$ cat config.mk
export PLATFORM = sky130hd
export DESIGN_NAME = tinyml_apb3_csr_bank
export DESIGN_NICKNAME = d
export VERILOG_FILES = /design/src/rtl/tinyml_apb3_csr_bank.sv
export SDC_FILE = /design/constraint.sdc
export NUM_CORES = 1
export LEC_CHECK = 0
export ABC_AREA = 1
export CORE_AREA = 2 2 262 264
export DETAILED_ROUTE_END_ITERATION = 8
export DIE_AREA = 0 0 264 266
export GPL_TIMING_DRIVEN = 0
export PLACE_DENSITY_LB_ADDON = 0.2
export SLEW_MARGIN = 0
export SYNTH_ARGS = -nofsm -noshare
export SYNTH_HDL_FRONTEND = slang
export SYNTH_SLANG_ARGS = --single-unit
$ cat constraint.sdc
create_clock -name clk -period 28.7 [get_ports clk]
set_input_delay 7.175 -clock clk [delete_from_list [all_inputs] [get_ports clk]]
set_output_delay 7.175 -clock clk [all_outputs]
set_load 0.05 [all_outputs]
$ cat src/rtl/tinyml_apb3_csr_bank.sv
// tinyml_apb3_csr_bank
// APB3 control/status register slave for the TinyML vision subsystem.
// Word map (k = PADDR[ADDR_WIDTH-1:2]):
//   0 .. NUM_CTRL-1                 control registers (RW, optional self-clear)
//   NUM_CTRL .. NUM_CTRL+NUM_STAT-1 status registers (RO, sampled in setup)
//   NUM_CTRL+NUM_STAT               ID register (RO)
//   +1 / +2                         IRQ_PEND (W1C) / IRQ_MASK (RW), only when
//                                   APB3_CSR_IRQ_EN is defined
// Unmapped words, misaligned addresses and writes to RO words raise PSLVERROR.
//
// FSM states:
//   state     | meaning
//   ST_IDLE   | no transfer in flight; a setup cycle (PSEL & !PENABLE) seen
//             | here is the SETUP phase: decode and latch PRDATA/PSLVERROR
//   ST_ACCESS | access phase; wait counter runs until PREADY

module tinyml_apb3_csr_bank #(
  parameter int                      ADDR_WIDTH      = 12,
  parameter int                      DATA_WIDTH      = 32,
  parameter int                      NUM_CTRL        = 8,
  parameter int                      NUM_STAT        = 10,
  parameter logic [NUM_CTRL-1:0]     SELF_CLEAR_MASK = '0,
  parameter int                      WAIT_STATES     = 0,
  parameter logic [DATA_WIDTH-1:0]   ID_VALUE        = 32'hABCD_5678,
  parameter int                      NUM_IRQ         = 8
) (
  input  logic                           clk,
  input  logic                           reset,
  input  logic [ADDR_WIDTH-1:0]          PADDR,
  input  logic                           PSEL,
  input  logic                           PENABLE,
  input  logic                           PWRITE,
  input  logic [DATA_WIDTH-1:0]          PWDATA,
  output logic                           PREADY,
  output logic [DATA_WIDTH-1:0]          PRDATA,
  output logic                           PSLVERROR,
  output logic [NUM_CTRL*DATA_WIDTH-1:0] ctrl_out,
  output logic [NUM_CTRL-1:0]            ctrl_wr_stb,
  input  logic [NUM_STAT*DATA_WIDTH-1:0] stat_in
`ifdef APB3_CSR_IRQ_EN
  ,
  input  logic [NUM_IRQ-1:0]             irq_event,
  output logic                           irq
`endif
);

  localparam logic [31:0] CTRL_END = 32'(NUM_CTRL);
  localparam logic [31:0] ID_IDX   = 32'(NUM_CTRL + NUM_STAT);
  localparam logic [2:0]  WS       = 3'(WAIT_STATES);
`ifdef APB3_CSR_IRQ_EN
  localparam logic [31:0] PEND_IDX = ID_IDX + 32'd1;
  localparam logic [31:0] MASK_IDX = ID_IDX + 32'd2;
`endif

  // Elaboration-time parameter range checks
  if (ADDR_WIDTH < 8 || ADDR_WIDTH > 34) begin : g_chk_aw
    $error("ADDR_WIDTH out of range");
  end
  if (NUM_CTRL < 1 || NUM_CTRL > 32 || NUM_STAT < 1 || NUM_STAT > 32) begin : g_chk_num
    $error("NUM_CTRL/NUM_STAT out of range");
  end
  if (WAIT_STATES < 0 || WAIT_STATES > 7) begin : g_chk_ws
    $error("WAIT_STATES out of range");
  end
  if (NUM_IRQ < 1 || NUM_IRQ > DATA_WIDTH) begin : g_chk_irq
    $error("NUM_IRQ out of range");
  end

  typedef enum logic {ST_IDLE, ST_ACCESS} state_t;

  state_t                state_q, state_d;
  logic [2:0]            wcnt_q, wcnt_d;
  logic                  setup_seen;
  logic                  commit;
  logic [31:0]           k_w;
  logic                  dec_err;
  logic [DATA_WIDTH-1:0] rdata;
  logic [DATA_WIDTH-1:0] prdata_q;
  logic                  pslverr_q;
  logic [DATA_WIDTH-1:0] ctrl_q [NUM_CTRL];
  logic [DATA_WIDTH-1:0] ctrl_d [NUM_CTRL];
  logic [NUM_CTRL-1:0]   stb_q, stb_d;

`ifdef APB3_CSR_IRQ_EN
  logic [NUM_IRQ-1:0]    pend_q, pend_d, mask_q, mask_d, w1c;
  logic                  irq_q;
`endif

  assign k_w       = 32'(PADDR[ADDR_WIDTH-1:2]);
  assign PREADY    = (state_q == ST_ACCESS) && (wcnt_q == WS);
  assign commit    = PREADY && PSEL && PENABLE && PWRITE && !pslverr_q;
  assign PRDATA    = prdata_q;
  assign PSLVERROR = pslverr_q;
  assign ctrl_wr_stb = stb_q;

  for (genvar gi = 0; gi < NUM_CTRL; gi++) begin : g_ctrl_out
    assign ctrl_out[gi*DATA_WIDTH +: DATA_WIDTH] = ctrl_q[gi];
  end

  // Address decode: read data mux and error classification
  always_comb begin
    rdata   = '0;
    dec_err = 1'b0;
    if (PADDR[1:0] != 2'b00) begin
      dec_err = 1'b1;
    end else if (k_w < CTRL_END) begin
      for (int i = 0; i < NUM_CTRL; i++) begin
        if (k_w == 32'(i)) rdata = ctrl_q[i];
      end
    end else if (k_w < ID_IDX) begin
      dec_err = PWRITE;
      for (int j = 0; j < NUM_STAT; j++) begin
        if (k_w == CTRL_END + 32'(j)) rdata = stat_in[j*DATA_WIDTH +: DATA_WIDTH];
      end
    end else if (k_w == ID_IDX) begin
      dec_err = PWRITE;
      rdata   = ID_VALUE;
`ifdef APB3_CSR_IRQ_EN
    end else if (k_w == PEND_IDX) begin
      rdata[NUM_IRQ-1:0] = pend_q;
    end else if (k_w == MASK_IDX) begin
      rdata[NUM_IRQ-1:0] = mask_q;
`endif
    end else begin
      dec_err = 1'b1;
    end
  end

  // Transfer FSM next state and wait counter
  always_comb begin
    state_d    = state_q;
    wcnt_d     = wcnt_q;
    setup_seen = 1'b0;
    case (state_q)
      ST_IDLE: begin
        if (PSEL && !PENABLE) begin
          setup_seen = 1'b1;
          state_d    = ST_ACCESS;
          wcnt_d     = '0;
        end
      end
      ST_ACCESS: begin
        if (!PSEL || PREADY) begin
          state_d = ST_IDLE;
          wcnt_d  = '0;
        end else begin
          wcnt_d = wcnt_q + 3'd1;
        end
      end
      default: begin
        state_d = ST_IDLE;
        wcnt_d  = '0;
      end
    endcase
  end

  // Control register next values; self-clearing registers fall back to 0
  always_comb begin
    for (int i = 0; i < NUM_CTRL; i++) begin
      ctrl_d[i] = SELF_CLEAR_MASK[i] ? '0 : ctrl_q[i];
      stb_d[i]  = 1'b0;
      if (commit && (k_w == 32'(i))) begin
        ctrl_d[i] = PWDATA;
        stb_d[i]  = 1'b1;
      end
    end
  end

  // FSM, wait counter and latched read response
  always_ff @(posedge clk or posedge reset) begin
    if (reset) begin
      state_q   <= ST_IDLE;
      wcnt_q    <= '0;
      prdata_q  <= '0;
      pslverr_q <= 1'b0;
    end else begin
      state_q <= state_d;
      wcnt_q  <= wcnt_d;
      if (setup_seen) begin
        prdata_q  <= dec_err ? '0 : rdata;
        pslverr_q <= dec_err;
      end
    end
  end

  // Control registers and write strobes
  always_ff @(posedge clk or posedge reset) begin
    if (reset) begin
      for (int i = 0; i < NUM_CTRL; i++) ctrl_q[i] <= '0;
      stb_q <= '0;
    end else begin
      for (int i = 0; i < NUM_CTRL; i++) ctrl_q[i] <= ctrl_d[i];
      stb_q <= stb_d;
    end
  end

`ifdef APB3_CSR_IRQ_EN
  // Pending/mask next values; a new event wins over a same-cycle clear
  always_comb begin
    w1c    = '0;
    mask_d = mask_q;
    if (commit && (k_w == PEND_IDX)) w1c    = PWDATA[NUM_IRQ-1:0];
    if (commit && (k_w == MASK_IDX)) mask_d = PWDATA[NUM_IRQ-1:0];
    pend_d = (pend_q & ~w1c) | irq_event;
  end

  // Sticky interrupt state and registered interrupt output
  always_ff @(posedge clk or posedge reset) begin
    if (reset) begin
      pend_q <= '0;
      mask_q <= '0;
      irq_q  <= 1'b0;
    end else begin
      pend_q <= pend_d;
      mask_q <= mask_d;
      irq_q  <= |(pend_q & mask_q);
    end
  end

  assign irq = irq_q;
`endif

endmodule

[Word-level counts from Yosys, hierarchy flattened]
Cells that the tools add are included.
Operators by class
  reduce and logical (&&, ||, !) cells: 21
  magnitude comparators: 2
  eq/ne operators: 19
  $add $sub $neg: 1
  muxes and demuxes: 42
  bitwise operators: 1
Operators by type and width (number)
  $mux W32: 23
  $eq A10 B4 Y1 const B: 8
  $eq A10 B3 Y1 const B: 4
  $logic_not A32 Y1: 1
  $eq A10 B5 Y1 const B: 3
  $eq A10 B2 Y1 const B: 2
  $mux W1: 15
  $logic_and A1 B1 Y1: 14
  $eq A10 B1 Y1 const B: 1
  $lt A10 B4 Y1 const B: 1
  $lt A10 B5 Y1 const B: 1
  $mux W3: 2
  $pmux W3 S2: 1
  $add A3 B1 Y3 const B: 1
  $logic_not A1 Y1: 3
  $logic_not A3 Y1: 1
  $ne A2 B2 Y1 const B: 1
  $pmux W1 S2: 1
  $reduce_bool A2 Y1: 1
  $logic_or A1 B1 Y1: 1
  $not A1 Y1: 1
Word-level totals
  output and inout bits: 298
  input bits: 369
  register bits after elaboration: 301
  logic and storage cells: 99

[Logic depth before layout (Yosys ltp)]
Gate-level depths: netlist (run 1).
  depth after elaboration: 15
  mapped depth: 18
  gate-level depth less buffers: 17

[Worst setup path before layout (run 1)]
No wires, ideal clock.
  path type: input -> register
  start point: input PADDR[2]
  end point: register prdata_q[31] (netlist: PRDATA[31])
  arrival time: 8.479 ns
  slack: 20.103 ns
  setup time: 0.118 ns
  path buffers: 2
  cell stages on the path: 16
  data required time: 28.582 ns
  path through: buf_2 -> inv_1 -> nand2_2 -> nor2_2 -> inv_2 -> buf_2 -> nor2_1 -> nor2_1 -> nand2_1 -> nand2_1 -> nand2_1 -> nand2_1 -> nand2_1 -> nand2_1 -> nand2_1 -> nand2_1
On the way
  cells in the longest elaborated chain, start to end: 15
  elaborated cells on any way between the ends: 48
  those cells by class: order compare: 2; eq/ne: 18; mux: 27; reduce/logical: 1
Ends and longest elaborated chain
  from (decl): line 29  | input logic [ADDR_WIDTH-1:0] PADDR,
  $eq A10 B4 Y1: line 113  | if (k_w == CTRL_END + 32'(j)) rdata = stat_in[j*DATA_WIDTH +: DATA_WIDTH];
  $mux W32 (10 in series): line 113
  $mux W32: line 110  | end else if (k_w < ID_IDX) begin
  $mux W32: line 106  | end else if (k_w < CTRL_END) begin
  $mux W32: line 104  | if (PADDR[1:0] != 2'b00) begin
  $mux W32 *: line 180  | prdata_q <= dec_err ? '0 : rdata;
  to (signal assigned): line 180
  to (decl): line 78  | logic [DATA_WIDTH-1:0] prdata_q;
Every way passes the cells marked *; elsewhere a longest branch is shown, timed or not.
A chain may end at the register's enable or synchronous reset.

[Worst setup path in the final report (run 1)]
  start point: input PWRITE
  end point: register ctrl_q, in the netlist ctrl_out[23]
On the way
  cells in the longest elaborated chain, start to end: 3
Ends and longest elaborated chain
  from (decl): line 32  | input logic PWRITE,
  $logic_and A1 B1 Y1 (2 in series): line 91  | assign commit = PREADY && PSEL && PENABLE && PWRITE && !pslverr_q;
  $logic_and A1 B1 Y1: line 162  | if (commit && (k_w == 32'(i))) begin
  to (decl): line 80  | logic [DATA_WIDTH-1:0] ctrl_q [NUM_CTRL];
No other way between the ends.

==> results of run 1 <==
## synth_stat cells
cell type / number / share of area
a21oi_1: 174 / 0.053
nand4_1: 71 / 0.027
buf_6: 1 / 0.00069
o211ai_1: 3 / 0.0014
nor2_1: 143 / 0.033
or2_1: 3 / 0.0011
buf_2: 51 / 0.016
nand3_4: 1 / 0.0011
nand4_2: 1 / 0.00077
o21bai_1: 5 / 0.0023
inv_2: 25 / 0.0057
ha_1: 2 / 0.0015
dfrtp_1: 301 / 0.46
nor4_1: 2 / 0.00077
o21ai_0: 178 / 0.055
inv_1: 219 / 0.050
nand2_4: 1 / 0.00069
buf_1: 9 / 0.0021
or2_2: 12 / 0.0046
xnor2_1: 1 / 0.00054
o21ai_1: 107 / 0.033
nand2_1: 769 / 0.18
clkbuf_1: 58 / 0.013
nor2_4: 11 / 0.0076
nand2_2: 8 / 0.0031
nor2_2: 12 / 0.0046
or2_0: 3 / 0.0011
nor3_1: 5 / 0.0015
o22ai_1: 28 / 0.011
nor3b_1: 1 / 0.00046
buf_4: 9 / 0.0041
nor3_2: 2 / 0.0012
nand3_1: 80 / 0.024
o21a_1: 1 / 0.00046
## layout make-up
cell class,count,area [um2],share of cell area
flip-flops and latches,301,7530,0.298
well taps,882,1100,0.0437
clock inverters,8,91.3,0.00361
inverters,244,923,0.0365
repair buffers,667,6710,0.265
clock buffers,49,997,0.0394
diodes,10,25.0,0.000990
multi-input cells,1624,7310,0.289
plain buffers,128,586,0.0232
## report_power, final
part	internal (mW)	leakage (nW)	switching, mW
registers	0.425	3.71	0.000583
clock network	0.251	0.525	0.189
logic	0.0490	7.19	0.0404
## worst paths after layout
path                             from            end  slack (ns)  cells past startpoint
min                        PRDATA[27]     PRDATA[27]        0.48                      2
max                            PWRITE   ctrl_out[23]       18.74                      7
min reg2reg                PRDATA[27]     PRDATA[27]        0.48                      2
max reg2reg                 wcnt_q[0]   ctrl_out[23]       25.34                      8
max in group asynchronous       reset  ctrl_out[153]       20.03                      4
min in group asynchronous       reset  ctrl_out[197]        7.11                      2
## layer usage
layer,routed length (um),part of all wire,up-vias
met2,55600,0.51,817
li1,-,-,8803
met1,41000,0.38,9485
met5,159,0.0015,-
met4,3330,0.031,26
met3,8970,0.082,174
## worst reg2reg max path, stage by stage, from the launching register on
cell      delay, ns
dfrtp_1        0.38
inv_1          0.09
ha_1           0.15
nand3_1        0.09
nor4_1         0.65
inv_2          0.29
nor2_4         0.46
clkbuf_1       0.87
o21ai_0        0.20
## cell families after synthesis
family                   synth area share
XOR/XNOR                         0.000536
buffers and inverters              0.0919
flip-flops                          0.461
AO/OA/AOI/OAI                       0.155
adder cells (fa/ha/maj)           0.00153
AND/OR/NAND/NOR                     0.290
## metrics by stage
stage | instance area, um2 | utilization | total power, mW | cells | setup slack, ns
after floorplan | 16300 | - | 0.453 | 2297 | 13.21
after global placement | 24100 | 0.356 | 0.522 | 3844 | 8.96
after detailed placement | 24200 | 0.357 | 0.523 | 3846 | 18.32
after CTS | 25300 | 0.373 | 0.966 | 3903 | 18.87
after global routing | 25300 | 0.373 | 0.985 | 3910 | 18.73
final | 25300 | 0.373 | 0.956 | 3913 | 18.74
## layout by cell type (no fill, tap or decap), types with 3 or more instances in the layout
master           netlist  final
clkbuf_16              0     34
nand2_2                8      8
o21bai_1               5      5
inv_1                219    218
nor2_4                11     11
inv_2                 25     25
nand3_1               80     80
clkdlybuf4s50_1        0    665
dfrtp_1              301    301
or2_2                 12     12
o21ai_0              178    178
diode_2                0     10
nand4_1               71     71
clkbuf_1              58     64
or2_1                  3      3
buf_2                 51     51
nor2_1               143    143
buf_1                  9      9
nor3_1                 5      5
o21ai_1              107    107
or2_0                  3      3
o211ai_1               3      3
a21oi_1              174    174
clkbuf_8               0      9
clkinvlp_4             0      3
buf_4                  9      9
nor2_2                12     12
o22ai_1               28     28
nand2_1              769    769
## state kept, by name, summed over array words and instances (netlist names)
signal       cells
ctrl_out       256
PSLVERROR        1
PRDATA          32
state_q          1
ctrl_wr_stb      8
wcnt_q           3
==> impl_metrics.sql, run 1 <==
INSERT INTO impl_metrics (metric_group, metric, value, unit) VALUES
('synthesis', 'synth_sequential_area_ratio', '0.461', ''),
('grt', 'grt.busiest_layer', 'met2', ''),
('timing', 'fin_worst_skew', '0.0182', 'ns'),
('route', 'totalWireLength', '109000', 'um'),
('synthesis', 'synth_cell_types', '34', ''),
('route', 'first_pass_iteration_count_of_the_detailed_router', '7', ''),
('route', 'drcViolationCount', '0', ''),
('setup_path', 'endpoint_required_time_on_the_critical_path', '29.06', 'ns'),
('timing', 'period_needed', '9.96', 'ns'),
('clock_network', 'cts.repair_timing.setup_buffer_count', '0', ''),
('placement', 'dp_hpwl', '88200', 'um'),
('grt', 'global_route.usage.met1', '0.341', ''),
('synthesis', 'syn-mean-instance-area', '7.12', 'um2'),
('floorplanning', 'die_area', '70200', 'um2'),
('clock_network', 'cts_max_path_bufs', '3', ''),
('grt', 'grt_antenna_before_repair', '26', ''),
('pwr', 'worst_ir_drop_vdd', '31.2', 'uV'),
('grt', 'grt_pass1_vias', '19537', ''),
('pwr', 'power_density', '37.8', 'nW/um2'),
('setup_path', 'timing.critical_path.cells', 'clkdlybuf4s50_1 > nand2_1 > nor4_1 > inv_2 > nor2_4 > clkbuf_1 > o21ai_0', ''),
('setup_path', 'worst_path_largest_cell_delay', '0.86', 'ns'),
('floorplanning', 'num_rows', '96', ''),
('grt', 'global_route.overflow_total', '0', ''),
('setup_path', 'cp_data_arrival_time', '10.32', 'ns'),
('setup_path', 'worst-path-max-fanout', '10', ''),
('floorplanning', 'design.portCount', '667', ''),
('hold_path', 'worst_hold_path_type', 'reg2reg', ''),
('timing', 'fin_tns_setup', '0', 'ns'),
('floorplanning', 'initial_utilization', '0.241', ''),
('clock_network', 'clk_transition_reported_paths', '0.06', 'ns'),
('placement', 'gp_routability_congestion', '0.989', ''),
('timing', 'setup_viol_count_final', '0', ''),
('timing', 'hold_viol_final', '0', ''),
('cells_and_area', 'fin_nets', '3371', ''),
('setup_path', 'crit_type', 'in2reg', ''),
('route', 'avgRoutedWirePerCell', '27.9', 'um'),
('cells_and_area', 'area_growth', '54.7', '%'),
('setup_path', 'crit_path_end_kind', 'flop', ''),
('job', 'number_of_max_capacitance_violations_reported', '0', ''),
('clock_network', 'cts_num_sinks', '301', ''),
('clock_network', 'cts_resized', '0', ''),
('grt', 'grt_first_pass_wirelength', '150000', 'um'),
('timing', 'grt_setup_unrepaired', 'false', ''),
('clock_network', 'holdBufCountCts', '0', ''),
('synthesis', 'synth_area', '16300', 'um2'),
('timing', 'finalMaxSlewViolations', '0', ''),
('placement', 'numPortBuffers', '665', ''),
('clock_network', 'h-tree-depth', '2', ''),
('timing', 'whs', '0.479', 'ns'),
('timing', 'final_min_period_over_clock_period', '0.347', ''),
('floorplanning', 'die-height', '266', 'um'),
('setup_path', 'critPathBufInv', '3', ''),
('route', 'vias', '19305', ''),
('clock_network', 'clock_root_buffer', 'clkbuf_16', ''),
('clock_network', 'tritoncts', 'yes', ''),
('synthesis', 'post_synth_inst_count', '2297', ''),
('cells_and_area', 'share_of_final_layout_standard_cells_stronger_than_drive_strength_1', '0.0622', ''),
('setup_path', 'worst_setup_path_start_kind', 'input pin', ''),
('timing', 'achievable-frequency', '100', 'MHz'),
('pwr', 'total_leakage_power', '11.4', 'nW'),
('cells_and_area', 'count_of_filler_cells_inserted_in_the_layout', '7277', ''),
('route', 'ant_nets', '0', ''),
('clock_network', 'numCtsBuffers', '34', ''),
('grt', 'met3_usage', '0.0836', ''),
('timing', 'maxSlewHeadroom', '0.273', ''),
('outcome', 'result_of_the_run', 'finished, final reports clean', ''),
('synthesis', 'yosys_warnings', '0', ''),
('route', 'viasPerCell', '4.93', ''),
('synthesis', 'synthesized_flop_and_latch_total', '301', ''),
('clock_network', 'clk-insertion-delay-late', '0.54', 'ns'),
('setup_path', 'cpLargestDelayFamily', 'buffers and inverters', ''),
('floorplanning', 'core', '67700', 'um2'),
('floorplanning', 'die_width', '264', 'um'),
('grt', 'grt.total_usage', '0.301', ''),
('setup_path', 'slowest_stage', 'clkbuf_1', ''),
('timing', 'worst-slew-pin-transition', '1.09', 'ns'),
('route', 'dr.first_iter.drc_count', '1628', ''),
('grt', 'grt_max_degree', '118', ''),
('grt', 'grt.met2_usage', '0.548', ''),
('synthesis', 'synth_nets', '2668', '');
(Power assumes the default switching activity.)
==> run 2: changes to the inputs <==
--- a/config.mk
+++ b/config.mk
@@ -6,9 +6,9 @@
 export NUM_CORES = 1
 export LEC_CHECK = 0
 export ABC_AREA = 1
-export CORE_AREA = 2 2 262 264
+export CORE_AREA = 2 2 263 265
 export DETAILED_ROUTE_END_ITERATION = 8
-export DIE_AREA = 0 0 264 266
+export DIE_AREA = 0 0 265 267
 export GPL_TIMING_DRIVEN = 0
 export PLACE_DENSITY_LB_ADDON = 0.2
 export SLEW_MARGIN = 0
==> constraint.sdc (replaced) <==
create_clock -name clk -period 9.5 [get_ports clk]
set_input_delay 2.375 -clock clk [delete_from_list [all_inputs] [get_ports clk]]
set_output_delay 2.375 -clock clk [all_outputs]
set_load 0.05 [all_outputs]
==> run 2 against run 1 <==
Register-to-register slack lost 19 ns. Cell area grew 0.98%. Routed wire length grew 0.46%. Clock-buffer cell count shrank 3. Clock skew shrank 0.0025 ns. Critical endpoint unchanged.
==> impl_metrics.sql, run 2 (same netlist as run 1, synthesis figures left out) <==
INSERT INTO impl_metrics (metric_group, metric, value, unit) VALUES
('outcome', 'result_of_the_run', 'finished, final reports clean', ''),
('floorplanning', 'die_area', '70800', 'um2'),
('setup_path', 'critPathBufInv', '3', ''),
('setup_path', 'reg2reg_setup_slack', '6.28', 'ns'),
('cells_and_area', 'fin_nets', '3377', ''),
('placement', 'dp_hpwl', '89100', 'um'),
('grt', 'grt.total_usage', '0.300', ''),
('timing', 'worst-slew-pin-transition', '1.06', 'ns'),
('cells_and_area', 'area_growth', '56.2', '%'),
('clock_network', 'clk-insertion-delay-late', '0.53', 'ns'),
('grt', 'grt_first_pass_wirelength', '150000', 'um'),
('timing', 'period_needed', '5.06', 'ns'),
('timing', 'fin_worst_skew', '0.0157', 'ns'),
('timing', 'grt_setup_unrepaired', 'false', ''),
('cells_and_area', 'share_of_final_layout_standard_cells_stronger_than_drive_strength_1', '0.0663', ''),
('timing', 'setup_viol_count_final', '0', ''),
('clock_network', 'clock_root_buffer', 'clkbuf_16', ''),
('cells_and_area', 'stdcell_count', '3927', ''),
('setup_path', 'ff2ff_path_depth', '8', ''),
('placement', 'detailed_place.area', '24300', 'um2'),
('timing', 'final_min_period_over_clock_period', '0.533', ''),
('route', 'totalWireLength', '110000', 'um'),
('route', 'first_pass_iteration_count_of_the_detailed_router', '5', ''),
('floorplanning', 'die_width', '265', 'um'),
('clock_network', 'cts_resized', '0', ''),
('clock_network', 'cts_max_path_bufs', '3', ''),
('floorplanning', 'core', '68000', 'um2'),
('timing', 'whs', '0.481', 'ns'),
('setup_path', 'worst-path-max-fanout', '10', ''),
('cells_and_area', 'final_core_utilization', '0.375', ''),
('job', 'number_of_max_capacitance_violations_reported', '0', ''),
('setup_path', 'worstSetupEndpoint', 'ctrl_out[23]', ''),
('setup_path', 'crit_path_end_kind', 'flop', ''),
('route', 'viasPerCell', '4.90', ''),
('grt', 'grt_max_degree', '43', ''),
('setup_path', 'crit_type', 'in2reg', ''),
('route', 'ant_nets', '0', ''),
('setup_path', 'cpMostUsedCell', 'nand2_2', ''),
('grt', 'global_route.overflow_total', '0', ''),
('clock_network', 'cts.repair_timing.setup_buffer_count', '0', ''),
('cells_and_area', 'final_common_cell', 'nand2_1', ''),
('placement', 'dp.cells', '3852', ''),
('hold_path', 'worst_hold_path_type', 'reg2reg', ''),
('cells_and_area', 'mostFrequentLayoutCells', 'nand2_1, clkdlybuf4s50_1, dfrtp_1', ''),
('clock_network', 'h-tree-depth', '2', ''),
('timing', 'fin_tns_setup', '0', 'ns'),
('floorplanning', 'die-height', '267', 'um'),
('setup_path', 'cpLargestDelayFamily', 'buffers and inverters', ''),
('floorplanning', 'initial_utilization', '0.240', ''),
('pwr', 'worst_ir_drop_vdd', '128', 'uV'),
('grt', 'grt_antenna_before_repair', '21', ''),
('route', 'vias', '19236', ''),
('pwr', 'power_density', '118', 'nW/um2'),
('grt', 'grt_pass1_vias', '19473', ''),
('timing', 'achievable-frequency', '197', 'MHz'),
('setup_path', 'slowest_stage', 'clkbuf_1', ''),
('route', 'dr.first_iter.drc_count', '1508', ''),
('pwr', 'total_leakage_power', '11.5', 'nW'),
('setup_path', 'timing.critical_path.cells', 'clkdlybuf4s50_1 > nor2_2 > nand2_2 > inv_2 > nand2_2 > nor2_4 > clkbuf_1 > o21ai_0', ''),
('setup_path', 'worst_setup_path_startpoint', 'PADDR[11]', ''),
('clock_network', 'numCtsBuffers', '34', ''),
('cells_and_area', 'final_cell_area', '25500', 'um2'),
('floorplanning', 'design.portCount', '667', ''),
('timing', 'hold_viol_final', '0', ''),
('clock_network', 'tritoncts', 'yes', ''),
('setup_path', 'cp.depth', '8', ''),
('setup_path', 'worst_setup_path_start_kind', 'input pin', ''),
('clock_network', 'cts_num_sinks', '301', ''),
('route', 'avgRoutedWirePerCell', '27.9', 'um'),
('route', 'drcViolationCount', '0', ''),
('setup_path', 'cp_data_arrival_time', '5.42', 'ns'),
('placement', 'numPortBuffers', '665', ''),
('clock_network', 'holdBufCountCts', '0', ''),
('clock_network', 'clk_transition_reported_paths', '0.06', 'ns'),
('setup_path', 'worst_path_largest_cell_delay', '0.85', 'ns'),
('timing', 'maxSlewHeadroom', '0.293', ''),
('timing', 'finalMaxSlewViolations', '0', ''),
('setup_path', 'worst_r2r_startpoint', 'wcnt_q[0]', ''),
('setup_path', 'endpoint_required_time_on_the_critical_path', '9.86', 'ns'),
('cells_and_area', 'largest_register_ffs', '256', ''),
('floorplanning', 'num_rows', '96', ''),
('setup_path', 'worst_r2r_end', 'ctrl_out[23]', ''),
('placement', 'gp_routability_congestion', '0.978', '');
run 2: cell types whose count changed in the layout (fill, tap and decap cells not counted), sizes merged:
cell / delta
inv: -1
bufinv: +4
clkinv: +4
clkbuf: -3
diode: +4
buf: +6
run 2: metal layers:
layer,vias to the layer above,track usage,part of all wire
met5,-,0,0.00070
li1,8823,-,-
met1,9376,0.343,0.38
met4,12,0.109,0.037
met3,164,0.0807,0.086
met2,861,0.535,0.50
run 2: worst min path at each step:
stage                           from          to  slack (ns)  cells past startpoint
after floorplan            wcnt_q[1]   wcnt_q[1]        0.54                      2
after global placement    PRDATA[13]  PRDATA[13]        0.47                      2
after detailed placement  PRDATA[13]  PRDATA[13]        0.47                      2
after CTS                 PRDATA[13]  PRDATA[13]        0.49                      2
after global routing      PRDATA[30]  PRDATA[30]        0.51                      2
final                     PRDATA[29]  PRDATA[29]        0.48                      2
run 2: worst reg2reg max path, stage by stage (launching register included):
cell	delay (ns)
dfrtp_1	0.39
inv_1	0.09
ha_1	0.16
nand3_1	0.09
nor4_1	0.54
inv_2	0.26
nor2_4	0.47
clkbuf_1	0.85
o21ai_0	0.20
run 2: area by class of cell:
class,count,area (um2)
tap,882,1100
inverter,244,920
antenna,14,35.0
clock buffer,46,997
multi-input combinational,1624,7310
timing repair buffer,673,6820
sequential,301,7530
fill,7197,42500
buffer,128,586
clock inverter,15,228
run 2: where the power goes:
part | total (mW) | switching [mW] | internal, mW
clock | 1.45 | 0.575 | 0.879
combinational | 0.276 | 0.124 | 0.152
sequential | 1.29 | 0.00170 | 1.28
total | 3.02 | 0.700 | 2.32
run 2: metrics by stage:
| step | setup WS (ns) | power [mW] |
|---|---|---|
| 4_1_cts | 4.47 | 3.06 |
| 6_report | 4.44 | 3.02 |
| 3_5_place_dp | 3.92 | 1.59 |
| 3_3_place_gp | 0.731 | 1.58 |
| 2_1_floorplan | 3.12 | 1.37 |
| 5_1_grt | 4.31 | 3.11 |
==> run 3: changes to the inputs <==
--- a/config.mk
+++ b/config.mk
@@ -6,9 +6,9 @@
 export NUM_CORES = 1
 export LEC_CHECK = 0
 export ABC_AREA = 1
-export CORE_AREA = 2 2 263 265
+export CORE_AREA = 2 2 260 262
 export DETAILED_ROUTE_END_ITERATION = 8
-export DIE_AREA = 0 0 265 267
+export DIE_AREA = 0 0 262 264
 export GPL_TIMING_DRIVEN = 0
 export PLACE_DENSITY_LB_ADDON = 0.2
 export SLEW_MARGIN = 0
==> constraint.sdc (replaced) <==
create_clock -name clk -period 4.4 [get_ports clk]
set_input_delay 1.1 -clock clk [delete_from_list [all_inputs] [get_ports clk]]
set_output_delay 1.1 -clock clk [all_outputs]
set_load 0.05 [all_outputs]
==> run 3 against run 2 <==
Register-to-register slack lost 5.1 ns. Die area is 2.2% lower. Clock-buffer cell count down 3. Power increased by 110%. Largest cell class unchanged. Routed wire length decreased by 0.44%. Hold slack gained 0.0012 ns. Global-route usage increased by 0.53 points. Final cell count decreased by 0.23%. Sequential power increased by 120%. Core utilization up 0.73 points.
==> impl_metrics.sql, run 3 (same netlist as run 1, synthesis figures left out) <==
INSERT INTO impl_metrics (metric_group, metric, value, unit) VALUES
('grt', 'grt.total_usage', '0.305', ''),
('job', 'number_of_max_capacitance_violations_reported', '0', ''),
('clock_network', 'clk-insertion-delay-late', '0.53', 'ns'),
('setup_path', 'cpLargestDelayFamily', 'buffers and inverters', ''),
('route', 'vias', '19276', ''),
('route', 'drcViolationCount', '0', ''),
('timing', 'fin_worst_skew', '0.0275', 'ns'),
('clock_network', 'cts_resized', '0', ''),
('placement', 'dp_hpwl', '88800', 'um'),
('outcome', 'result_of_the_run', 'finished, final reports clean', ''),
('setup_path', 'endpoint_required_time_on_the_critical_path', '4.84', 'ns'),
('cells_and_area', 'final_common_cell', 'nand2_1', ''),
('setup_path', 'timing.critical_path.cells', 'clkdlybuf4s50_1 > nor2_2 > inv_2 > nor2_4 > inv_2 > nor2_4 > clkbuf_1 > a21oi_1 > nand4_1 > nand2_1 > a21oi_1 > nand2_1 > nand2_1', ''),
('clock_network', 'holdBufCountCts', '0', ''),
('floorplanning', 'die_area', '69200', 'um2'),
('pwr', 'total_leakage_power', '11.5', 'nW'),
('timing', 'whs', '0.482', 'ns'),
('grt', 'global_route.overflow_total', '0', ''),
('floorplanning', 'num_rows', '95', ''),
('cells_and_area', 'count_of_filler_cells_inserted_in_the_layout', '7128', ''),
('grt', 'grt_first_pass_wirelength', '148000', 'um'),
('clock_network', 'h-tree-depth', '2', ''),
('timing', 'hold_viol_final', '0', ''),
('timing', 'setup_viol_count_final', '0', ''),
('route', 'totalWireLength', '109000', 'um'),
('clock_network', 'tritoncts', 'yes', ''),
('setup_path', 'critPathBufInv', '4', ''),
('setup_path', 'worst_setup_path_start_kind', 'input pin', ''),
('route', 'first_pass_iteration_count_of_the_detailed_router', '7', ''),
('route', 'dr.first_iter.drc_count', '1613', ''),
('cells_and_area', 'share_of_final_layout_standard_cells_stronger_than_drive_strength_1', '0.0654', ''),
('timing', 'finalMaxSlewViolations', '0', ''),
('pwr', 'worst_ir_drop_vdd', '315', 'uV'),
('placement', 'numPortBuffers', '665', ''),
('cells_and_area', 'stdcell_count', '3918', ''),
('setup_path', 'cp_data_arrival_time', '4.23', 'ns'),
('floorplanning', 'die_width', '262', 'um'),
('clock_network', 'clk_transition_reported_paths', '0.06', 'ns'),
('placement', 'gp_routability_congestion', '0.971', ''),
('floorplanning', 'design.portCount', '667', ''),
('floorplanning', 'core', '66600', 'um2'),
('cells_and_area', 'area_growth', '55.9', '%'),
('cells_and_area', 'mostFrequentLayoutCells', 'nand2_1, clkdlybuf4s50_1, dfrtp_1', ''),
('route', 'viasPerCell', '4.92', ''),
('grt', 'grt_antenna_before_repair', '32', ''),
('clock_network', 'cts_max_path_bufs', '3', ''),
('setup_path', 'cpMostUsedCell', 'nand2_1', ''),
('clock_network', 'cts.repair_timing.setup_buffer_count', '0', ''),
('grt', 'grt_max_degree', '42', ''),
('grt', 'grt_pass1_vias', '19513', ''),
('setup_path', 'worst-path-max-fanout', '10', ''),
('cells_and_area', 'multi_input_comb_area', '7310', 'um2'),
('cells_and_area', 'largest_register_ffs', '256', ''),
('clock_network', 'clock_root_buffer', 'clkbuf_16', ''),
('timing', 'final_min_period_over_clock_period', '0.859', ''),
('setup_path', 'crit_path_end_kind', 'flop', ''),
('setup_path', 'slowest_stage', 'clkbuf_1', ''),
('clock_network', 'cts_num_sinks', '301', ''),
('placement', 'dp.cells', '3844', ''),
('floorplanning', 'initial_utilization', '0.246', ''),
('setup_path', 'crit_type', 'in2reg', ''),
('floorplanning', 'die-height', '264', 'um'),
('timing', 'worst-slew-pin-transition', '1.13', 'ns'),
('route', 'avgRoutedWirePerCell', '27.8', 'um'),
('hold_path', 'worst_hold_path_type', 'reg2reg', ''),
('route', 'ant_nets', '0', ''),
('timing', 'period_needed', '3.78', 'ns'),
('timing', 'maxSlewHeadroom', '0.248', ''),
('setup_path', 'worst_path_largest_cell_delay', '0.62', 'ns'),
('timing', 'grt_setup_unrepaired', 'false', ''),
('timing', 'achievable-frequency', '264', 'MHz'),
('cells_and_area', 'seq_area', '7530', 'um2'),
('cells_and_area', 'fin_nets', '3379', ''),
('pwr', 'power_density', '251', 'nW/um2'),
('clock_network', 'numCtsBuffers', '35', '');
run 3: path summary, 6_finish.rpt:
kind,startpoint,cells past startpoint,end,slack [ns]
max,PADDR[5],13,PRDATA[21],0.62
max in group asynchronous,reset,5,ctrl_out[216],2.60
max reg2reg,wcnt_q[0],8,ctrl_out[30],1.15
min,PRDATA[30],2,PRDATA[30],0.48
min reg2reg,PRDATA[30],2,PRDATA[30],0.48
min in group asynchronous,reset,3,ctrl_out[197],0.97
run 3: worst min-delay path, delay by kind of cell (launching register included):
| kind | cells | cell delay, ns |
|---|---|---|
| flip-flops | 1 | 0.34 |
| AND/OR/NAND/NOR | 2 | 0.10 |
run 3: layout make-up:
type                    instances  area share
repair buffers                674       0.269
diodes                         17     0.00167
clock inverters                14     0.00737
multi-input cells            1624       0.287
inverters                     244      0.0361
flip-flops and latches        301       0.296
plain buffers                 128      0.0230
clock buffers                  43      0.0375
well taps                     873      0.0429
run 3: stage by stage:
step / utilization / area [um2] / TNS [ns] / worst slack (ns) / power [mW]
finish: 0.383 / 25500 / 0 / 0.619 / 6.39
global route: 0.383 / 25500 / 0 / 0.400 / 6.60
CTS: 0.382 / 25400 / 0 / 0.581 / 6.45
detailed placement: 0.365 / 24300 / 0 / 0.0308 / 3.43
global placement: 0.362 / 24100 / -934.22 / -3.16 / 3.41
floorplan: - / 16300 / -211.01 / -0.701 / 2.96
run 3: per-layer routing:
layer | up-vias | GRT usage | part of all wire
li1 | 8822 | - | -
met1 | 9373 | 0.341 | 0.37
met2 | 837 | 0.527 | 0.49
met3 | 216 | 0.0927 | 0.086
met4 | 28 | 0.143 | 0.048
met5 | - | 0.00641 | 0.0023
run 3: power breakdown:
group,internal [mW],switching (mW)
Clock,1.78,1.23
Combinational,0.333,0.271
Sequential,2.77,0.00377
Total,4.88,1.51
==> RTL change 1 (config.mk and constraints of run 3) <==
Build with the macro `APB3_CSR_IRQ_EN` defined.
--- a/src/rtl/tinyml_apb3_csr_bank.sv
+++ b/src/rtl/tinyml_apb3_csr_bank.sv
@@ -14,4 +14,6 @@
 //             | here is the SETUP phase: decode and latch PRDATA/PSLVERROR
 //   ST_ACCESS | access phase; wait counter runs until PREADY
+
+`define APB3_CSR_IRQ_EN
 
 module tinyml_apb3_csr_bank #(
Interface: changed (added irq and irq_event); port bits go from 667 to 676. The function was not compared with the original's and may differ.
==> RTL change 1 against run 3 <==
- worst hold slack lost 0.0035 ns
- synthesized cell count up 6.9%
- synthesized area up 5.7%
- largest power group unchanged
- sequential power rose by 5%
- global-route usage down 0.75 points
- final area rose by 4.2%
- highest routed layer is now met4
- worst setup slack worse by 0.083 ns
- clock power is 3% higher
- power is 3.9% higher
- clock skew shrank 0.0097 ns
- critical endpoint is now PRDATA[15]
- sequential share of layout area rose by 0.40 points
- routed wire length decreased by 2.9%
- sequential cell count grew 17
==> RTL change 1: results (changes against run 3) <==
Parameter                              Value

Run status
  Result of the run ... complete, no violations

Global routing
  Total overflow reported by the global router ... 0 (unchanged)
  Wire length of the first global-routing pass ... 146000 µm (-2.0%)
  Total global-route track usage ... 0.298 (-0.00753)
  Maximum number of pins on one net before global-route repair ... 39 (-7.1%)
  Vias in the first global route ... 19716 (+1.0%)
  Number of antenna violations at the first check in global routing ... 27 (-16%)

Yosys
  Synth cell count leaders ... nand2_1 (910), dfrtp_1 (318), o21ai_0 (284)
  Top_reg_cell synth ... dfrtp_1
  Ranking of synthesized cells by area ... dfrtp_1 (46%), nand2_1 (20%), o21ai_0 (8.2%)
  Asr flop ratio synth ... 1.00 (unchanged)
  Distinct cells, synth ... 38 (+12%)
  Number of warnings printed during yosys synthesis ... 0 (unchanged)
  Syn Nets ... 2835 (+6.3%)
  Sequential cell area fraction in the yosys report ... 0.461 (about the same)

Clock tree
  Insertion delay to the later sink of the worst-skew pair ... 0.56 ns (+0.03 ns)
  Post-CTS sizing ... 0 (unchanged)
  Buffer count from post-CTS setup fixing ... 0 (unchanged)
  Number of buffers between clock root and the deepest sink ... 3 (unchanged)
  Clock root buffer ... clkbuf_16
  Number of buffers inserted during clock tree synthesis ... 37 (+5.7%)
  H-tree levels ... 2 (unchanged)
  Clock-pin slew reported for the worst setup and hold paths after clock tree synthesis ... 0.07 ns

Pwr
  Reported leakage power ... 12.2 nW (+5.9%)
  Worst ir drop on vdd ... 0.250 mV (-21%)

Finish
  Number of nets in the final layout ... 3559 (+5.3%)
  Fraction of layout instances using a drive strength above 1 ... 0.0618 (-0.00363)
  Flip-flop count of the largest register after layout ... 256 (unchanged)

Timing
  Final TNS setup ... 0 ns (unchanged)
  Normalized max-slew margin ... 0.243 (-0.00458)
  Setup Skew ... 0.0178 ns (-0.00967 ns)

Min path
  Worst hold-check path type ... flip-flop to flip-flop

Critical path
  Cell type group with the largest total delay on the critical path ... simple AND/OR/NAND/NOR gates
  Critical Path Fanout Max ... 10 (unchanged)
  CP arrival ... 4.30 ns (+0.07 ns)
  Stage delay of the slowest cell on the critical path ... 0.52 ns (-0.10 ns)
  Worst-path cell with the longest stage delay ... clkdlybuf4s50_1

Detailed routing
  Detailed-routing iteration count for the pre-antenna-repair pass ... 5 (-2)
  DRT iter0 DRCs ... 1462 (-9.4%)
  Routed wirelength normalized by instance count ... 25.8 µm (-7.3%)
  Mean number of vias per cell ... 4.76 (-3.3%)

Place
  GP Congestion ... 1.01 (+3.6%)
  Cell Area, Placed ... 0.0253 mm² (+4.3%)
  Detailed Place HPWL ... 88600 µm (-0.15%)
  I/O Buffers ... 675 (+1.5%)
[RTL change 1: cell types whose count changed after synthesis, sizes merged, moves of 7 or more]
| cell | run 3 | this run |
|---|---|---|
| nand2 | 778 | 922 |
| o22ai | 28 | 9 |
| o211ai | 3 | 19 |
| o21ai | 285 | 302 |
| dfrtp | 301 | 318 |
| a21oi | 174 | 88 |
| buf | 70 | 63 |
| nor2 | 166 | 204 |
| inv | 244 | 269 |
| nand3 | 81 | 91 |
[RTL change 1: final timing paths]
check                           start      endpoint  slack [ns]  cells past startpoint
max                          PADDR[7]    PRDATA[15]        0.54                     16
min                        PRDATA[16]    PRDATA[16]        0.48                      2
max reg2reg                 wcnt_q[0]   ctrl_out[5]        1.10                     11
min reg2reg                PRDATA[16]    PRDATA[16]        0.48                      2
max in group asynchronous       reset    PRDATA[10]        1.65                      8
min in group asynchronous       reset  ctrl_out[54]        0.96                      2
[RTL change 1: stage by stage]
stage | setup slack [ns] | std cells | utilization | hold slack [ns] | total power [mW]
final | 0.536 | 4103 | 0.399 | 0.478 | 6.64
after CTS | 0.475 | 4079 | 0.398 | 0.481 | 6.70
after global routing | 0.430 | 4103 | 0.399 | 0.504 | 6.86
after floorplan | -0.939 | 2456 | - | 0.474 | 3.12
after global placement | -3.72 | 4004 | 0.378 | 0.464 | 3.58
after detailed placement | -0.0924 | 4014 | 0.381 | 0.465 | 3.60
[RTL change 1: worst register-to-register path, stage by stage, from the launching register on]
cell	delay [ns]
dfrtp_1	0.38
inv_1	0.09
ha_1	0.16
nand3_1	0.12
nor4_2	0.86
inv_2	0.35
nor2_2	0.51
inv_2	0.08
buf_2	0.21
buf_2	0.25
nand2_1	0.09
o21ai_0	0.07
[RTL change 1: final cells by class]
type	count	area, µm²
buffer	121	567
fill	7194	40000
multi-input combinational	1745	7730
clock inverter	14	136
inverter	272	1030
timing repair buffer	685	6960
sequential	318	7960
tap	873	1090
antenna	24	60.1
clock buffer	51	1030
[RTL change 1: kinds of logic after synthesis]
logic type	Yosys count	synth area share
adders and majority gates	2	0.00145
DFF	318	0.461
AOI/OAI and AO/OA	423	0.129
and+or+nand+nor	1319	0.316
xor gates and xnor gates	1	0.000507
buffers and inverters	393	0.0920
[RTL change 1: where the power goes]
| part | total, mW | leakage (nW) | switching [mW] | internal (mW) |
|---|---|---|---|---|
| Sequential | 2.93 | 4.00 | 0.00336 | 2.93 |
| Clock | 3.09 | 0.572 | 1.33 | 1.76 |
| Combinational | 0.613 | 7.63 | 0.274 | 0.339 |
| Total | 6.64 | 12.2 | 1.61 | 5.03 |
[RTL change 1: layer usage]
metal | up-vias | share of wire | track usage
met5 | - | 0 | 0
met4 | 0 | 0.044 | 0.145
met3 | 144 | 0.075 | 0.0801
met2 | 683 | 0.51 | 0.534
met1 | 9407 | 0.37 | 0.321
li1 | 9280 | - | -
==> RTL change 2 (settings of run 3) <==
Without the edit above. Register the output `PSLVERROR` once more, without a reset; this adds one clock of latency there. The other outputs are not delayed to match.
--- a/src/rtl/tinyml_apb3_csr_bank.sv
+++ b/src/rtl/tinyml_apb3_csr_bank.sv
@@ -91,5 +91,7 @@
   assign commit    = PREADY && PSEL && PENABLE && PWRITE && !pslverr_q;
   assign PRDATA    = prdata_q;
-  assign PSLVERROR = pslverr_q;
+  always_ff @(posedge clk) begin
+    PSLVERROR <= pslverr_q;
+  end
   assign ctrl_wr_stb = stb_q;
 
Check against the original RTL: not equivalent (a bounded check fails within 4 cycles, from zero or initial values and one cycle with reset high).
==> RTL change 2 against run 3 <==
- count of clock-buffer cells in the layout is 4 higher
- synthesized area barely moved
- cell count grew 0.13%
- sequential cell count up 1
- final area fell by 0.77%
- register-to-register slack worse by 0.19 ns
- worst setup slack worse by 0.19 ns
- critical endpoint is now PRDATA[16]
- synthesized cell count up 0.17%
- via count down 0.43%
- maximum frequency decreased by 4.8%
- non-clock buffer count shrank 1
- largest power group is now registers
- power is 6.1% lower
- routed wire length is 2.1% lower
==> RTL change 2: results (changes against run 3) <==
Parameter                              Value

Yosys
  Sequential cell area fraction in the yosys report ... 0.462 (+0.00147)
  Distinct cells, synth ... 35 (+2.9%)
  Total of flip-flops plus latches after synthesis ... 302 (+0.33%)
  Syn Nets ... 2672 (+0.15%)
  Asr flop ratio synth ... 0.997 (-0.00331)

Place
  Detailed Place HPWL ... 87100 µm (-1.9%)
  Worst-case setup slack after placement ... -0.236 ns (-0.267 ns)
  Cell Area, Placed ... 0.0242 mm² (-0.18%)
  GP Congestion ... 0.972 (about the same)

Finish
  Multi-input gate count ... 1625 (+0.062%)
  Fraction of layout instances using a drive strength above 1 ... 0.0575 (-0.00793)
  Non-clock inverter total of the final layout ... 246 (+0.82%)
  Non-clock buffers ... 801 (-0.12%)
  Fraction of area in non-clock buffers ... 0.291 (-0.000553)
  Final-layout clock buffer total ... 47 (+9.3%)
  Layout fillers ... 7020 (-1.5%)
  Area of all sequential standard cells ... 0.00755 mm² (+0.27%)
  Antenna diode count ... 22 (+5)
  Number of nets in the final layout ... 3378 (-0.030%)
  Sequential fraction of total cell area ... 0.299 (+0.00309)

Global routing
  Number of antenna violations at the first check in global routing ... 37 (+16%)
  Fraction of met2 tracks used by global routing ... 0.533 (+0.00578)
  Maximum number of pins on one net before global-route repair ... 40 (-4.8%)
  Met1 capacity usage during global routing ... 0.339 (-0.00189)
  Vias in the first global route ... 19624 (+0.57%)
  Wire length of the first global-routing pass ... 147000 µm (-1.0%)
  Total global-route track usage ... 0.299 (-0.00667)

Min path
  Hold Path End ... PSLVERROR
  Worst hold stages ... 0 (-2)
  Worst hold start ... pslverr_q

Detailed routing
  DRT iter0 DRCs ... 1551 (-3.8%)
  Met3 WL post-DR ... 9550 µm (+1.3%)
  Met1 routed wirelength after detailed routing ... 39900 µm (-1.7%)
  Via count of the routed design ... 19193 (-0.43%)
  Detail Route met2 WL ... 53700 µm (+0.21%)
  Detailed-routing iteration count for the pre-antenna-repair pass ... 6 (-1)

Critical path
  Worst r2r path cells ... 9 (+1)
  Flop2flop setup slack ... 0.96 ns (-0.19 ns)
  Destination of the worst register-to-register timing path ... ctrl_out[1]
  Crit path launch ... PADDR[7]
  Worst-path cell with the longest stage delay ... a21oi_1

Pwr
  Internal Pwr Total ... 4.59 mW (-6.0%)
  Worst ir drop on vdd ... 0.229 mV (-27%)
  Cell area power density ... 237 mW/mm² (-5.3%)

Timing
  Normalized max-slew margin ... 0.303 (+0.0553)
  Final critical-path share of the clock period ... 0.903 (+0.0432)
  Setup Skew ... 0.0116 ns (-0.0158 ns)

Clock tree
  Insertion delay to the later sink of the worst-skew pair ... 0.58 ns (+0.05 ns)
  Number of buffers inserted during clock tree synthesis ... 31 (-11%)
  H-tree levels ... 1 (-1)

Run status
  Result of the run ... complete, no violations
[RTL change 2: per-stage QoR]
stage,instances,hold WS [ns],TNS (ns)
floorplan,2301,0.369,-211.01
global placement,3839,0.394,-935.57
detailed placement,3847,0.393,-1.56
CTS,3901,0.407,0
global route,3913,0.431,0
finish,3923,0.406,0
[RTL change 2: logic make-up (layout without fill, tap and decap cells)]
group / Yosys count / after routing / share of synthesized area
AO/OA/AOI/OAI: 498 / 498 / 0.156
XOR/XNOR: 1 / 1 / 0.000536
adder cells (fa/ha/maj): 2 / 2 / 0.00153
buffers and inverters: 374 / 1101 / 0.0902
flip-flops: 302 / 302 / 0.462
other: 0 / 22 / 0
AND/OR/NAND/NOR: 1124 / 1124 / 0.289
[RTL change 2: power groups by stage]
stage,sequential (mW),clock [mW],combinational (mW)
after global placement,2.84,0,0.565
after global routing,2.78,2.79,0.626
after CTS,2.78,2.69,0.591
after detailed placement,2.84,0,0.586
final,2.79,2.63,0.586
after floorplan,2.84,0,0.126
